### src/rtl/head_tracker_pkg.sv
// rtl/head_tracker_pkg.sv - state encoding, clog2 and axis vector pack/unpack helpers
package head_tracker_pkg;

    typedef enum logic [2:0] {
        ST_IDLE      = 3'd0,
        ST_PLAN      = 3'd1,
        ST_WAIT_TICK = 3'd2,
        ST_CALC      = 3'd3,
        ST_APPLY     = 3'd4
    } state_t;

    // Widest packed axis vector the helpers accept
    localparam int VEC_MAX = 256;

    function automatic int clog2(input int value);
        int r;
        r = 0;
        for (int i = 0; i < 31; i++) begin
            if ((1 << i) < value) r = i + 1;
        end
        return r;
    endfunction

    // Sign-extended field idx of width w from a packed vector
    function automatic logic signed [31:0] unpack_axis(input logic [VEC_MAX-1:0] vec,
                                                       input int idx, input int w);
        logic [VEC_MAX-1:0] sh;
        logic [31:0]        r;
        sh = vec >> (idx * w);
        for (int b = 0; b < 32; b++) begin
            r[b] = (b < w) ? sh[b] : sh[w-1];
        end
        return signed'(r);
    endfunction

    function automatic logic [VEC_MAX-1:0] pack_axis(input logic [VEC_MAX-1:0] vec,
                                                     input int idx, input int w,
                                                     input logic [31:0] val);
        logic [VEC_MAX-1:0] mask;
        mask = ((VEC_MAX'(1) << w) - VEC_MAX'(1)) << (idx * w);
        return (vec & ~mask) | ((VEC_MAX'(val) << (idx * w)) & mask);
    endfunction

endpackage

### src/rtl/head_tracker_if.sv
// rtl/head_tracker_if.sv - frame/target/head bundle between generator, tracker and drivers
interface head_tracker_if #(
    parameter int W      = 11,
    parameter int N_AXES = 2
);
    logic                  frame_tick;
    logic [N_AXES*W-1:0]   target;
    logic [N_AXES*W-1:0]   head;
    logic [N_AXES*W-1:0]   step;
    logic                  busy;
    logic                  overrun;
    logic [2:0]            state;

    modport master (
        output frame_tick, target,
        input  head, step, busy, overrun, state
    );

    modport slave (
        input  frame_tick, target,
        output head, step, busy, overrun, state
    );
endinterface

### src/rtl/head_tracker_seq_divider.sv
// rtl/head_tracker_seq_divider.sv - signed restoring divider, truncating, WD+2 cycles start-to-done
module seq_divider
    import head_tracker_pkg::*;
#(
    parameter int WD = 12
) (
    input  logic                 clk,
    input  logic                 reset,
    input  logic                 start,
    input  logic signed [WD-1:0] dividend,
    input  logic signed [WD-1:0] divisor,
    output logic                 done,
    output logic signed [WD-1:0] quotient
);
    localparam int CNTW = clog2(WD + 1);

    logic [WD-1:0]   quo_q;
    logic [WD-1:0]   dvs_q;
    logic [WD-1:0]   rem_q;
    logic [CNTW-1:0] cnt_q;
    logic            run_q;
    logic            fin_q;
    logic            neg_q;
    logic            zero_q;
    logic [WD:0]     rem_sh;
    logic [WD:0]     diff;

    assign rem_sh = {rem_q, quo_q[WD-1]};
    assign diff   = rem_sh - {1'b0, dvs_q};

    always_ff @(posedge clk) begin
        if (reset) begin
            quo_q    <= '0;
            dvs_q    <= '0;
            rem_q    <= '0;
            cnt_q    <= '0;
            run_q    <= 1'b0;
            fin_q    <= 1'b0;
            neg_q    <= 1'b0;
            zero_q   <= 1'b0;
            done     <= 1'b0;
            quotient <= '0;
        end else begin
            done <= 1'b0;
            if (start) begin
                // Magnitudes; the most negative value maps to its own bit pattern, which is correct unsigned
                quo_q  <= dividend[WD-1] ? -dividend : dividend;
                dvs_q  <= divisor[WD-1]  ? -divisor  : divisor;
                rem_q  <= '0;
                neg_q  <= dividend[WD-1] ^ divisor[WD-1];
                zero_q <= (divisor == '0);
                cnt_q  <= CNTW'(WD);
                run_q  <= 1'b1;
                fin_q  <= 1'b0;
            end else if (run_q) begin
                if (diff[WD]) begin
                    rem_q <= rem_sh[WD-1:0];
                    quo_q <= {quo_q[WD-2:0], 1'b0};
                end else begin
                    rem_q <= diff[WD-1:0];
                    quo_q <= {quo_q[WD-2:0], 1'b1};
                end
                cnt_q <= cnt_q - 1'b1;
                if (cnt_q == CNTW'(1)) begin
                    run_q <= 1'b0;
                    fin_q <= 1'b1;
                end
            end else if (fin_q) begin
                fin_q    <= 1'b0;
                done     <= 1'b1;
                quotient <= zero_q ? '0 : (neg_q ? -$signed(quo_q) : $signed(quo_q));
            end
        end
    end
endmodule

### src/rtl/head_tracker.sv
// rtl/head_tracker.sv - N-axis head tracker; HEAD_TRACKER_CLAMP_EN clamps latched targets to [LIMIT_MIN, LIMIT_MAX]
module head_tracker
    import head_tracker_pkg::*;
#(
    parameter int W             = 11,
    parameter int N_AXES        = 2,
    parameter int MAX_STEP      = 2,
    parameter int SETTLE_FRAMES = 60,
    parameter int LIMIT_MIN     = 0,
    parameter int LIMIT_MAX     = 639
) (
    input  logic          clk,
    input  logic          reset,
    head_tracker_if.slave bus
);
    localparam int WD        = W + 1;
    localparam int LOG2_STEP = clog2(MAX_STEP);
    localparam int CW        = (SETTLE_FRAMES < 2) ? 1 : clog2(SETTLE_FRAMES + 1);
    localparam int AW        = (N_AXES < 2) ? 1 : clog2(N_AXES);

    if (MAX_STEP < 1 || (MAX_STEP & (MAX_STEP - 1)) != 0 || LIMIT_MIN > LIMIT_MAX
        || N_AXES * W > VEC_MAX || SETTLE_FRAMES < 1) begin : g_bad_params
        $error("head_tracker: invalid parameters");
    end

    state_t                state_q, state_d;
    logic signed [W-1:0]   head_q  [N_AXES];
    logic signed [W-1:0]   step_q  [N_AXES];
    logic signed [W-1:0]   tgt_q   [N_AXES];
    logic signed [W-1:0]   tgt_lat [N_AXES];
    logic signed [WD-1:0]  rem_q   [N_AXES];
    logic signed [WD-1:0]  q_q     [N_AXES];
    logic signed [WD-1:0]  delta   [N_AXES];
    logic [WD-1:0]         mag     [N_AXES];
    logic [WD-1:0]         dmax;
    logic [WD:0]           frames_sum;
    logic [WD-1:0]         frames_plan;
    logic [WD-1:0]         frames_q;
    logic [CW-1:0]         settle_q;
    logic [AW-1:0]         axis_q;
    logic                  div_pending_q;
    logic                  busy_q;
    logic                  overrun_q;
    logic                  settle_hit;
    logic                  div_start;
    logic                  div_done;
    logic signed [WD-1:0]  div_quot;
    logic [VEC_MAX-1:0]    head_vec;
    logic [VEC_MAX-1:0]    step_vec;

    function automatic logic signed [W-1:0] clamp_axis(input logic signed [W-1:0] v);
`ifdef HEAD_TRACKER_CLAMP_EN
        if (v < LIMIT_MIN) return W'(LIMIT_MIN);
        if (v > LIMIT_MAX) return W'(LIMIT_MAX);
`endif
        return v;
    endfunction

    always_comb begin
        for (int i = 0; i < N_AXES; i++) begin
            tgt_lat[i] = clamp_axis(W'(unpack_axis(VEC_MAX'(bus.target), i, W)));
        end
    end

    // Move plan: dominant-axis distance decides how many frames every axis gets
    always_comb begin
        dmax = '0;
        for (int i = 0; i < N_AXES; i++) begin
            delta[i] = WD'(tgt_q[i]) - WD'(head_q[i]);
            mag[i]   = delta[i][WD-1] ? -delta[i] : delta[i];
            if (mag[i] > dmax) dmax = mag[i];
        end
        frames_sum  = {1'b0, dmax} + (WD+1)'(MAX_STEP - 1);
        frames_plan = WD'(frames_sum >> LOG2_STEP);
    end

    assign settle_hit = (settle_q == CW'(SETTLE_FRAMES - 1));

    always_comb begin
        state_d   = state_q;
        div_start = 1'b0;
        case (state_q)
            ST_IDLE:      if (bus.frame_tick && settle_hit) state_d = ST_PLAN;
            ST_PLAN:      state_d = (frames_plan == '0) ? ST_IDLE : ST_WAIT_TICK;
            ST_WAIT_TICK: if (bus.frame_tick) state_d = ST_CALC;
            ST_CALC: begin
                div_start = !div_pending_q;
                if (div_done && axis_q == AW'(N_AXES - 1)) state_d = ST_APPLY;
            end
            ST_APPLY:     state_d = (frames_q == WD'(1)) ? ST_IDLE : ST_WAIT_TICK;
            default:      state_d = ST_IDLE;
        endcase
    end

    always_ff @(posedge clk) begin
        if (reset) begin
            state_q       <= ST_IDLE;
            frames_q      <= '0;
            settle_q      <= '0;
            axis_q        <= '0;
            div_pending_q <= 1'b0;
            busy_q        <= 1'b0;
            overrun_q     <= 1'b0;
            for (int i = 0; i < N_AXES; i++) begin
                head_q[i] <= '0;
                step_q[i] <= '0;
                tgt_q[i]  <= '0;
                rem_q[i]  <= '0;
                q_q[i]    <= '0;
            end
        end else begin
            state_q <= state_d;
            if (bus.frame_tick && state_q == ST_CALC) overrun_q <= 1'b1;
            case (state_q)
                ST_IDLE: begin
                    if (bus.frame_tick) begin
                        if (settle_hit) begin
                            settle_q <= '0;
                            tgt_q    <= tgt_lat;
                        end else begin
                            settle_q <= settle_q + 1'b1;
                        end
                    end
                end
                ST_PLAN: begin
                    rem_q    <= delta;
                    frames_q <= frames_plan;
                    if (frames_plan == '0) begin
                        for (int i = 0; i < N_AXES; i++) step_q[i] <= '0;
                    end else begin
                        busy_q <= 1'b1;
                    end
                end
                ST_WAIT_TICK: begin
                    if (bus.frame_tick) begin
                        axis_q        <= '0;
                        div_pending_q <= 1'b0;
                    end
                end
                ST_CALC: begin
                    if (div_start) div_pending_q <= 1'b1;
                    if (div_done) begin
                        q_q[axis_q]   <= div_quot;
                        div_pending_q <= 1'b0;
                        if (axis_q != AW'(N_AXES - 1)) axis_q <= axis_q + 1'b1;
                    end
                end
                ST_APPLY: begin
                    for (int i = 0; i < N_AXES; i++) begin
                        head_q[i] <= head_q[i] + W'(q_q[i]);
                        rem_q[i]  <= rem_q[i] - q_q[i];
                        step_q[i] <= W'(q_q[i]);
                    end
                    frames_q <= frames_q - 1'b1;
                    if (frames_q == WD'(1)) busy_q <= 1'b0;
                end
                default: ;
            endcase
        end
    end

    seq_divider #(.WD(WD)) u_div (
        .clk      (clk),
        .reset    (reset),
        .start    (div_start),
        .dividend (rem_q[axis_q]),
        .divisor  ($signed(frames_q)),
        .done     (div_done),
        .quotient (div_quot)
    );

    always_comb begin
        head_vec = '0;
        step_vec = '0;
        for (int i = 0; i < N_AXES; i++) begin
            head_vec = pack_axis(head_vec, i, W, 32'(head_q[i]));
            step_vec = pack_axis(step_vec, i, W, 32'(step_q[i]));
        end
    end

    assign bus.head    = (N_AXES*W)'(head_vec);
    assign bus.step    = (N_AXES*W)'(step_vec);
    assign bus.busy    = busy_q;
    assign bus.overrun = overrun_q;
    assign bus.state   = state_q;
endmodule

### src/flat_wrapper.sv
// flat-port wrapper written by rule: the top's interface ports become plain ports
module head_tracker_flat import head_tracker_pkg::*;
#(
    parameter int W             = 11,
    parameter int N_AXES        = 2,
    parameter int MAX_STEP      = 2,
    parameter int SETTLE_FRAMES = 60,
    parameter int LIMIT_MIN     = 0,
    parameter int LIMIT_MAX     = 639
)
  (clk, reset, bus_frame_tick, bus_target, bus_head, bus_step, bus_busy, bus_overrun, bus_state);
  head_tracker_if #(.W(W), .N_AXES(N_AXES)) bus_i ();
  input  logic clk;
  input  logic reset;
  input wire logic [$bits(bus_i.frame_tick)-1:0] bus_frame_tick;
  input wire logic [$bits(bus_i.target)-1:0] bus_target;
  output wire logic [$bits(bus_i.head)-1:0] bus_head;
  output wire logic [$bits(bus_i.step)-1:0] bus_step;
  output wire logic [$bits(bus_i.busy)-1:0] bus_busy;
  output wire logic [$bits(bus_i.overrun)-1:0] bus_overrun;
  output wire logic [$bits(bus_i.state)-1:0] bus_state;
  assign bus_i.frame_tick = bus_frame_tick;
  assign bus_i.target = bus_target;
  assign bus_head = bus_i.head;
  assign bus_step = bus_i.step;
  assign bus_busy = bus_i.busy;
  assign bus_overrun = bus_i.overrun;
  assign bus_state = bus_i.state;
  head_tracker #(.W(W), .N_AXES(N_AXES), .MAX_STEP(MAX_STEP), .SETTLE_FRAMES(SETTLE_FRAMES), .LIMIT_MIN(LIMIT_MIN), .LIMIT_MAX(LIMIT_MAX)) u_core (.clk(clk), .reset(reset), .bus(bus_i));
endmodule
### config.mk
export PLATFORM = sky130hd
export DESIGN_NAME = head_tracker_flat
export DESIGN_NICKNAME = d
export VERILOG_FILES = /design/src/rtl/head_tracker_pkg.sv /design/src/rtl/head_tracker_if.sv /design/src/rtl/head_tracker_seq_divider.sv /design/src/rtl/head_tracker.sv /design/src/flat_wrapper.sv
export SDC_FILE = /design/constraint.sdc
export NUM_CORES = 1
export LEC_CHECK = 0
export CORE_MARGIN = 4
export CORE_UTILIZATION = 30
export DETAILED_ROUTE_END_ITERATION = 12
export GPL_TIMING_DRIVEN = 0
export SYNTH_ARGS = -nofsm -noshare
export SYNTH_HDL_FRONTEND = slang
export SYNTH_HIERARCHICAL = 1
export SYNTH_SLANG_ARGS = --single-unit
### constraint.sdc
create_clock -name clk -period 9.55 [get_ports clk]
set_input_delay 1.91 -clock clk [delete_from_list [all_inputs] [get_ports clk]]
set_output_delay 1.91 -clock clk [all_outputs]
set_load 0.005 [all_outputs]
; ---- Yosys cells after proc, flatten, opt, wreduce, memory -nomap -nowiden
; Memory sizes are Yosys's and may differ from the RTL's.
; Cells that the tools add are included.
[totals]
regBits = 128
latchBits = 0
ramBits = 68
rom_bits = 0
in_bits = 25
output_inout_bits = 49
word_cells = 155
mem_count = 3
[mem_list]
columns = name, words, width, read_ports, rd_ports_with_merged_regs, write_ports, line
row1 = u_core.q_q, 2, 12, 2, 0, 2, head_tracker.sv:32  ; logic signed [WD-1:0] q_q [N_AXES];
row2 = u_core.head_q, 2, 11, 2, 0, 2, head_tracker.sv:27  ; logic signed [W-1:0] head_q [N_AXES];
row3 = u_core.step_q, 2, 11, 2, 0, 2, head_tracker.sv:28  ; logic signed [W-1:0] step_q [N_AXES];
[op_classes]
add_sub_neg = 17
mul = 0
n_div = 0
magnitude_cmp = 3
n_eq_ne = 14
shifts = 0
muxes = 63
bitwise_logic = 12
reduce_logical = 21
[op_table]
columns = op, count
row1 = $mux 12, 15
row2 = $mux 11, 6
row3 = $neg 12->12, 5
row4 = $pmux 24 s2, 1
row5 = $or 11x22->22, 2
row6 = $mux 1, 28
row7 = $logic_not 12->1, 2
row8 = $pmux 12 s2, 1
row9 = $sub 11x11->12, 2
row10 = $sub 12x12->12, 2
row11 = $add 11x11->11, 2
row12 = $reduce_and 3->1, 6
row13 = $pmux 3 s5, 1
row14 = $add 12x1->13 const B, 1
row15 = $sub 13x12->13, 1
row16 = $eq 12x1->1 const B, 1
row17 = $gt 12x1->1 const B, 1
row18 = $gt 12x12->1, 1
row19 = $reduce_or 12->1, 1
row20 = $sub 12x1->12 const B, 1
row21 = $mux 3, 3
row22 = $mux 4, 2
row23 = $add 6x1->6 const B, 1
row24 = $eq 3x2->1 const B, 2
row25 = 24 further kinds, 42

; ---- Depth between registers and ports, before layout
; Gate-level depths: netlist of the first run.
; An unclocked memory read counts as a cell.
[logic_depth]
depth_word = 16
mapped_depth = 28
ltp_nobuf = 26

; ---- Modules after synthesis
; The synthesis of the first run kept the hierarchy.
[modules_own_cells]
columns = mod, instances, cells_per_inst, area_each_um2, seq_area_each_um2
row1 = head_tracker, 1, 1219, 10333.7, 3463.3
row2 = seq_divider, 1, 418, 3459.6, 1141.1

; ---- Least setup slack after synthesis of the first run
; No wires, ideal clock.
[synth_path]
kind = flip-flop to flip-flop
startpoint = memory u_core.head_q[0][0]
endpoint = memory u_core.step_q[0][0], enable pin
setup_time_ns = 0.378
t_arrival_ns = 6.777
t_required_ns = 9.172
path_slack_ns = 2.395
stages_incl_launch_ff = 26
path_buffers = 2
synth_period_minus_slack_ns = 7.155
path_cell_list = edfxtp_1 ha_1 inv_1 fa_1 inv_1 ha_1 nor3b_1 mux2i_1 a2111o_1 or4_1 nand2_1 xor2_1 ha_1 nand2_1 o211ai_1 o31a_1 o31a_1 clkbuf_1 buf_1 nor2_1 a21oi_1 ha_1 or4_1 or4_1 nor4b_2 a21o_1
[synth_rtl]
columns = element, line
row1 = "start, declared", head_tracker.sv:27
row2 = "end, declared", head_tracker.sv:28

==> results of run 1 <==
[stage by stage]
step	std cells	area, sq um
2_1_floorplan	1637	13800
3_5_place_dp	2310	15300
4_1_cts	2342	15900
5_1_grt	2342	15900
3_3_place_gp	2310	15300
6_report	2343	15900
[critical path: cells and delay by family (launching register included)]
kind                       cells  cell delay [ns]
adders and majority gates      5             1.63
AOI/OAI and AO/OA              5             2.49
and+or+nand+nor                8             2.61
muxes                          1             0.21
xor gates and xnor gates       2             0.49
buffers and inverters          3             0.62
DFF                            1             0.49
[power by group through the flow]
stage | clock network [mW] | logic [mW] | registers [mW]
floorplan | 0 | 0.183 | 0.897
global placement | 0 | 0.272 | 0.904
detailed placement | 0 | 0.275 | 0.904
CTS | 0.805 | 0.277 | 0.884
global route | 0.837 | 0.306 | 0.885
finish | 0.786 | 0.280 | 0.884
[flip-flops by register name (all words and copies together), names as in the netlist, 3 cells and up]
name / cells
u_core/bus.state: 3
u_core/tgt_q: 22
u_core/u_div/quo_q: 12
u_core/step_q: 22
u_core/u_div/cnt_q: 4
u_core/u_div/rem_q: 12
u_core/settle_q: 6
u_core/u_div/dvs_q: 12
u_core/u_div/quotient: 12
u_core/q_q: 24
u_core/head_q: 22
u_core/frames_q: 12
u_core/rem_q: 24
[routing by layer]
metal	track usage, %	vias up
li1	-	6053
met1	23.0	5887
met2	26.8	352
met3	3.69	60
met4	5.45	0
met5	0	-
[area by class of cell]
type / count / area, sq um
Multi-Input combinational cell: 1251 / 8460
Sequential cell: 196 / 4600
Inverter: 114 / 428
Tap cell: 600 / 751
Fill cell: 4698 / 29500
Clock inverter: 15 / 198
Timing Repair Buffer: 73 / 731
Buffer: 76 / 299
Antenna cell: 1 / 2.50
Clock buffer: 17 / 425
[layout by cell type (no fill, tap or decap), types with 11 or more instances in the layout]
cell type / count
sky130_fd_sc_hd__a211oi_1: 49
sky130_fd_sc_hd__a21o_1: 21
sky130_fd_sc_hd__a21oi_1: 116
sky130_fd_sc_hd__a221oi_1: 13
sky130_fd_sc_hd__a22oi_1: 20
sky130_fd_sc_hd__a31oi_1: 11
sky130_fd_sc_hd__and2_1: 39
sky130_fd_sc_hd__clkbuf_1: 60
sky130_fd_sc_hd__clkbuf_16: 17
sky130_fd_sc_hd__clkdlybuf4s50_1: 73
sky130_fd_sc_hd__dfxtp_1: 128
sky130_fd_sc_hd__edfxtp_1: 68
sky130_fd_sc_hd__ha_1: 99
sky130_fd_sc_hd__inv_1: 114
sky130_fd_sc_hd__mux2_2: 13
sky130_fd_sc_hd__mux2i_1: 24
sky130_fd_sc_hd__nand2_1: 144
sky130_fd_sc_hd__nand2b_1: 11
sky130_fd_sc_hd__nand3_1: 29
sky130_fd_sc_hd__nor2_1: 171
sky130_fd_sc_hd__nor2b_1: 31
sky130_fd_sc_hd__nor3_1: 45
sky130_fd_sc_hd__o211ai_1: 12
sky130_fd_sc_hd__o21a_1: 13
sky130_fd_sc_hd__o21ai_0: 73
sky130_fd_sc_hd__o31ai_1: 15
sky130_fd_sc_hd__or3_1: 18
sky130_fd_sc_hd__xnor2_1: 66
sky130_fd_sc_hd__xor2_1: 48
[final timing paths]
path                                to  depth (start not counted)  slack (ns)
setup / recovery  u_core/step_q[0][12]                         24        0.61
hold / removal        u_core/tgt_q[11]                          2        0.46
setup reg to reg  u_core/step_q[0][12]                         24        0.61
hold reg to reg       u_core/tgt_q[11]                          2        0.46
[kinds of logic after synthesis]
family	count (synthesis)	share of synthesized area, %
AOI/OAI and AO/OA	426	20.9
xor gates and xnor gates	116	7.52
adders and majority gates	106	10.0
buffers and inverters	190	5.27
DFF	196	33.4
muxes	38	2.97
and+or+nand+nor	565	20.0
==> results.txt, run 1 <==
Post-route antenna net violation count: 0. Worst reg2reg path startpoint: u_core/head_q[0][0]. The worst path needs 8.94 ns of the cycle, external delays included.

Counting every net in the synthesized netlist gives 1768. For the number of vias in the routed layout, the log shows 12400. After clock tree synthesis, the clock-pin slew on the worst setup and hold paths is 0.08 ns.

The logs give 19700 microns for the routed length on met1 and 2 for the maximum number of buffers from clock root to sink. Yosys mapped a number of flops with a built-in enable equal to 68. In this run the worst path has a maximum fanout of 23. After clock tree synthesis, the setup repair step added 0 buffers. The routed length per placed instance was 18.2 microns; the total met2 wirelength after detailed routing was 19300 microns. The logs give 74 for the total I/O pin count and 45.3% for the part of the total power dissipated in sequential elements.

The half-perimeter wire length after detailed placement was 33400 microns. The tools report the overall power as 1.95 mW. The placement row count was 78. The count of buffers inserted at the top-level ports was 73; the first-pass iteration count of the detailed router was 5. For the pin with the worst max-slew slack, the measured transition is 1.25 ns.

The master cell of the clock root buffer is sky130_fd_sc_hd__clkbuf_16. The logs give 0 for the number of antenna violations at the first check in global routing and 35.0% for the fraction of the core area covered by cells at the end of the flow. Initial core utilization: 30.4%.

Among all stages on the critical path, the largest delay is contributed by sky130_fd_sc_hd__a21o_1. Averaged over all synthesized cells, the footprint is 8.43 sq um. After synthesis, the largest area contributor takes up 18.6% of total cell area. The tools report the worst voltage drop across the vdd grid as 98.9 uV. The analysis attributes to cell leakage a power of 6.08 nW. The startpoint type of the worst setup path is a register. The internal power of the cells totals 1.39 mW. The number of levels the H-tree was split into is 4.

The first routing iteration left 950 violations. Sorting the synthesized cells by how often they occur yields 171 x sky130_fd_sc_hd__nor2_1, 144 x sky130_fd_sc_hd__nand2_1, 128 x sky130_fd_sc_hd__dfxtp_1. Compared with the post-synthesis result, the final layout area differs by 15.3%. The run gives 66800 microns as the global-route wire length before repair. Traced cell by cell, the critical path runs through ha_1, inv_1, fa_1, inv_1, ha_1, nor3b_1, mux2i_1, a2111o_1, or4_1, nand2_1, xor2_1, ha_1, nand2_1, o21ai_0, o31ai_1, clkbuf_1, nand2_1, o21a_1, ha_1, xnor2_1, or4_1, or4_1, nor4b_2, a21o_1.

The worst hold slack across all endpoints came out at 0.458 ns. By startpoint and endpoint, the worst setup path is classified as register to register. The worst path uses 93.6% of the clock period. The most used flip-flop cell after synthesis is sky130_fd_sc_hd__dfxtp_1. The tools report the number of global-route vias before repair as 11900.

For the die area, the log shows 49500 sq um. Ranked by total cell area, the synthesized netlist is headed by sky130_fd_sc_hd__dfxtp_1 19%, sky130_fd_sc_hd__edfxtp_1 15%, sky130_fd_sc_hd__ha_1 9.0%. The number of nets in the final layout was 1860; the pre-CTS worst setup slack was 0.708 ns. The met3 wire length came out at 2590 microns. The proportion of layout cells with a drive suffix above 1 was 5.11%; the standard cell core area was 45400 sq um.

The logs give 85 for the number of library cell types mapped by synthesis and 0.0161 ns for the setup skew after layout. The die extent in x was 222 microns; the minimum setup slack in the final design was 0.613 ns. Worst endpoint required time: 9.63 ns.

The flow ran to the end, and the final reports show no timing, DRC or antenna violations. Number of cells produced by synthesis: 1637. The worst hold path begins at u_core/tgt_q[11]. The per-cell via count in the routed design is 5.27, and the combinational share of power is 14.3%. The run gives 0 as the final count of hold timing violations.

The number of setup violations in the final report is 0, and the number of sinks on the clock net is 196. In the synthesized netlist the async set-or-reset flop fraction comes to 0%. Net switching is 28.9% of the power. Counting flops and latches in the post-synthesis netlist gives 196.

The maximum clock rate was 112 MHz; the post-cts sizing count was 0. The net switching power was 0.564 mW. Max-cap violations in this run came to 0. Entering global routing, the biggest net connects 24 pins. In this run the power density over the cells is 123 nW/um^2. The run gives 40.3% as the relative contribution of the clock network to total power. Routed signal wires occupy layers up through met4. In the final timing run, aggregate negative setup slack is 0 ns. On the worst path, the slowest cell contributes a delay of 0.96 ns. The number of hold buffers added after CTS was 0. The worst slew margin relative to its limit came out at 16.7%. At the end of routability-driven placement, the weighted congestion stood at 0.913. The cell type with the highest occurrence count on the critical path was sky130_fd_sc_hd__ha_1.

The number of max-slew violations in the final report came out at 0. TritonCTS built the clock tree. The die is 222 microns tall.

Path class of the lowest-slack min-delay path: register to register. For this run, the number of Yosys warnings is 6. At the later pin of the worst-skew pair, clock insertion delay measures 0.46 ns.

Data on the critical path arrives at its endpoint at 9.02 ns. The biggest area consumer among synthesized cells is sky130_fd_sc_hd__dfxtp_1. The logs give 0 for the DRC violation count after routing and 33.4% for the sequential cell area fraction in the yosys report. In this run the cell area of the synthesized design comes to 13800 sq um. In the global route stage, overall resource usage came out at 16.9%. The most common cell in the synthesized netlist is sky130_fd_sc_hd__nor2_1. The total overflow left after global routing is 0. Setup repair after global routing left no endpoint under its margin. Startpoint of the most critical setup path: u_core/head_q[0][0]. Endpoint type of the worst setup path: a register. The run gives 42700 microns as the wire length reported by the detailed router. The number of clock buffers added by TritonCTS is 17.
(Power assumes the default switching activity.)
==> inputs of run 2 (changes only) <==
--- a/config.mk
+++ b/config.mk
@@ -8,6 +8,7 @@
 export CORE_MARGIN = 4
 export CORE_UTILIZATION = 30
 export DETAILED_ROUTE_END_ITERATION = 12
+export DONT_BUFFER_PORTS = 1
 export GPL_TIMING_DRIVEN = 0
 export SYNTH_ARGS = -nofsm -noshare
 export SYNTH_HDL_FRONTEND = slang
==> run 2 against run 1 <==
Clock power fell by 1%. Critical path depth is 1 higher. Cell count fell by 3.2%. Register-to-register slack improved by 0.25 ns. Sequential power is essentially flat. Maximum frequency increased by 2.9%. Clock skew rose by 0.00061 ns. Combinational power shrank 8.9%. Critical path type unchanged. Critical endpoint is now u_core/step_q[0][21]. Highest routed layer unchanged.
==> results.txt, run 2 (synthesis results as in run 1) <==
The flow ran to the end, and the final reports show no timing, DRC or antenna violations. The tools report the largest net degree at the start of global routing as 24 (unchanged). The highest net fanout along the worst path works out to 22 (-4.3%). The tools report the number of antenna repair diodes as 0 (-1). The logs give 40.5% (+0.2 points) for the relative contribution of the clock network to total power and 16.7% (-0.18 points) for the total global routing track utilization. Max capacitance violation total: 0 (unchanged).

The delay of the slowest cell on the worst path came out at 0.66 ns (-0.30 ns). The initial core utilization was 30.4% (unchanged); the worst slew margin relative to its limit was 14.7% (-2.0 points). The logs give 0 ns (unchanged) for the aggregate negative setup slack and 11600 (-2.9%) for the number of global-route vias before repair. The logs give 45400 sq um (unchanged) for the standard cell core area and 4600 sq um (unchanged) for the area taken by flip-flops and latches. The aggregate global routing overflow is 0 (unchanged), and the final cycle utilization of the critical path is 90.9% (-2.7 points). The run gives 0 (unchanged) as the number of max-slew violations in the final report. The die span in y is 222 microns (unchanged).

The cell leakage power is 5.80 nW (-4.6%), and the routed length per placed instance is 18.7 microns (+2.4%). The clock buffer count from CTS is 17 (unchanged). For the setup skew after layout, the log shows 0.0167 ns (+0.000614 ns). The data arrival at the endpoint of the critical path is 8.78 ns (-0.24 ns), and the global-route wire length before repair is 65600 microns (-1.9%). The worst endpoint required time is 9.65 ns (+0.02 ns), and the switching share of power is 28.7% (-0.20 points).

Number of antenna violations at the first check in global routing: 0 (unchanged). The synthesis-to-finish area growth came out at 10.0%. The top cell types in the final layout, fill and taps aside, are 171 x sky130_fd_sc_hd__nor2_1, 144 x sky130_fd_sc_hd__nand2_1, 128 x sky130_fd_sc_hd__dfxtp_1. The master of the slowest instance on the critical path is sky130_fd_sc_hd__xnor2_1.

The run gives 0 (unchanged) as the post-CTS setup buffer count. The number of buffers and inverters on the critical path works out to 3 (unchanged). The shortest clock period the worst path allows after layout is 8.68 ns (-0.254 ns). The endpoint type of the worst setup path is a register. The maximum clock rate is 115 MHz (+2.9%).

The number of sinks on the clock net came out at 196 (unchanged). Part of the total power dissipated in sequential elements: 46.2% (+0.9 points). Commonest non-fill, non-tap cell in the layout: sky130_fd_sc_hd__nor2_1. For the worst voltage drop across the vdd grid, the log shows 125 uV (+26%). The number of setup violations in the final report came out at 0 (unchanged).

Among cell families on the critical path, the largest total delay comes from simple AND/OR/NAND/NOR gates. The cell-internal power came out at 1.37 mW (-1.4%). Power per unit of standard cell area: 126 nW/um^2 (+3.0%).

The startpoint type of the worst setup path is a register. The layout filler cell count is 4734 (+0.77%), and the count of buffers inserted at the top-level ports is 0 (-100%). The first-pass iteration count of the detailed router is 5 (unchanged), and the wire length reported by the detailed router is 42400 microns (-0.80%). The proportion of layout cells with a drive suffix above 1 was 5.39% (+0.28 points); the half-perimeter wire length after detailed placement was 33200 microns (-0.50%). The per-cell via count in the routed design was 5.32 (+0.82%). The placer's final routability congestion estimate was 0.938 (+2.8%). The run gives 78 (unchanged) as the placement row count.

For the DRC violation count after routing, the log shows 0 (unchanged). The post-cts sizing count is 0 (unchanged), and the violation count after the first detailed-route iteration is 1011 (+6.4%). Setup repair after global routing left no endpoint under its margin. The number of hold buffers added after CTS came out at 0 (unchanged).

For the post-route antenna net violation count, the log shows 0 (unchanged). The worst hold slack across all endpoints is 0.462 ns (+0.00469 ns). The final count of hold timing violations was 0 (unchanged); the clock transition at the registers of the reported paths was 0.08 ns (about the same). The slew at the pin closest to its max-slew limit was 1.28 ns (+0.0307 ns).

The tools report the net switching power as 0.551 mW (-2.4%). The largest registers in the layout are u_core/q_q: 24 flops, u_core/rem_q: 24 flops. TritonCTS built the clock tree.

The setup path with the least slack is of type register to register. The maximum number of buffers from clock root to sink was 2 (unchanged). The die area came out at 49500 sq um (unchanged).

The die extent in x works out to 222 microns (unchanged). The logs give 12100 (-2.4%) for the number of vias in the routed layout and 1787 (-3.9%) for the number of nets in the final layout. The tools report the area occupied by multi-input gates as 8460 sq um (about the same). The master cell of the clock root buffer is sky130_fd_sc_hd__clkbuf_16. The combinational share of power is 13.3% (-1.0 points), and the number of levels the H-tree was split into is 4 (unchanged). The logs give 0.46 ns (about the same) for the source-to-sink clock delay at the later pin of the worst-skew pair and 74 (unchanged) for the total I/O pin count. The path class of the lowest-slack min-delay path was register to register.
run 2: cell count changes in the layout (fill, tap and decap cells not counted), sizes merged:
cell           before  now
diode               1    0
clkdlybuf4s50      73    0
clkinvlp            1    2
inv               125  123
clkinv              1    2
run 2: worst reg2reg max path: cells and delay by family (launching register included):
kind	cells	cell delay (ns)
adder cells (fa/ha/maj)	4	1.24
XOR/XNOR	3	0.90
multiplexers	1	0.13
AND/OR/NAND/NOR	8	2.72
buffers and inverters	3	1.01
AO/OA/AOI/OAI	6	1.85
flip-flops	1	0.46
run 2: per-layer routing:
metal | up-vias | track usage, % | wire length [microns]
met5 | - | 0 | 0
met1 | 5733 | 22.7 | 19600
met3 | 43 | 3.61 | 2640
met4 | 0 | 4.55 | 790
met2 | 373 | 27.0 | 19400
li1 | 5911 | - | -
run 2: power by group through the flow:
stage / clock [mW] / sequential [mW] / combinational [mW]
floorplan: 0 / 0.897 / 0.183
global placement: 0 / 0.906 / 0.246
detailed placement: 0 / 0.906 / 0.249
CTS: 0.796 / 0.887 / 0.251
global route: 0.830 / 0.887 / 0.278
finish: 0.777 / 0.886 / 0.255
run 2: final timing paths:
kind	slack [ns]	cells past startpoint	end	from
max	0.87	25	u_core/step_q[0][21]	u_core/head_q[0][0]
min	0.46	2	u_core/tgt_q[6]	u_core/tgt_q[6]
max reg2reg	0.87	25	u_core/step_q[0][21]	u_core/head_q[0][0]
min reg2reg	0.46	2	u_core/tgt_q[6]	u_core/tgt_q[6]
run 2: per-stage QoR:
step	cells	total power [mW]	instance area (sq um)	utilization, %	setup WS, ns
2_1_floorplan	1637	1.08	13800	-	2.39
3_3_place_gp	2237	1.15	14500	32.0	0.633
3_5_place_dp	2237	1.15	14500	32.0	0.595
4_1_cts	2269	1.93	15200	33.4	0.543
5_1_grt	2269	2.00	15200	33.4	0.322
6_report	2269	1.92	15200	33.4	0.866
run 2: layout make-up:
class	count	share of cell area [%]
Multi-Input combinational cell	1251	55.8
Sequential cell	196	30.3
Tap cell	600	4.95
Inverter	114	2.82
Clock buffer	17	2.80
Buffer	76	1.97
Clock inverter	15	1.33
==> inputs of run 3 (changes only) <==
--- a/config.mk
+++ b/config.mk
@@ -7,6 +7,7 @@
 export LEC_CHECK = 0
 export CORE_MARGIN = 4
 export CORE_UTILIZATION = 30
+export CTS_CLUSTER_SIZE = 28
 export DETAILED_ROUTE_END_ITERATION = 12
 export DONT_BUFFER_PORTS = 1
 export GPL_TIMING_DRIVEN = 0
==> results of run 3 <==
No change in the layout: final DEF, timing and power equal those of run 2.
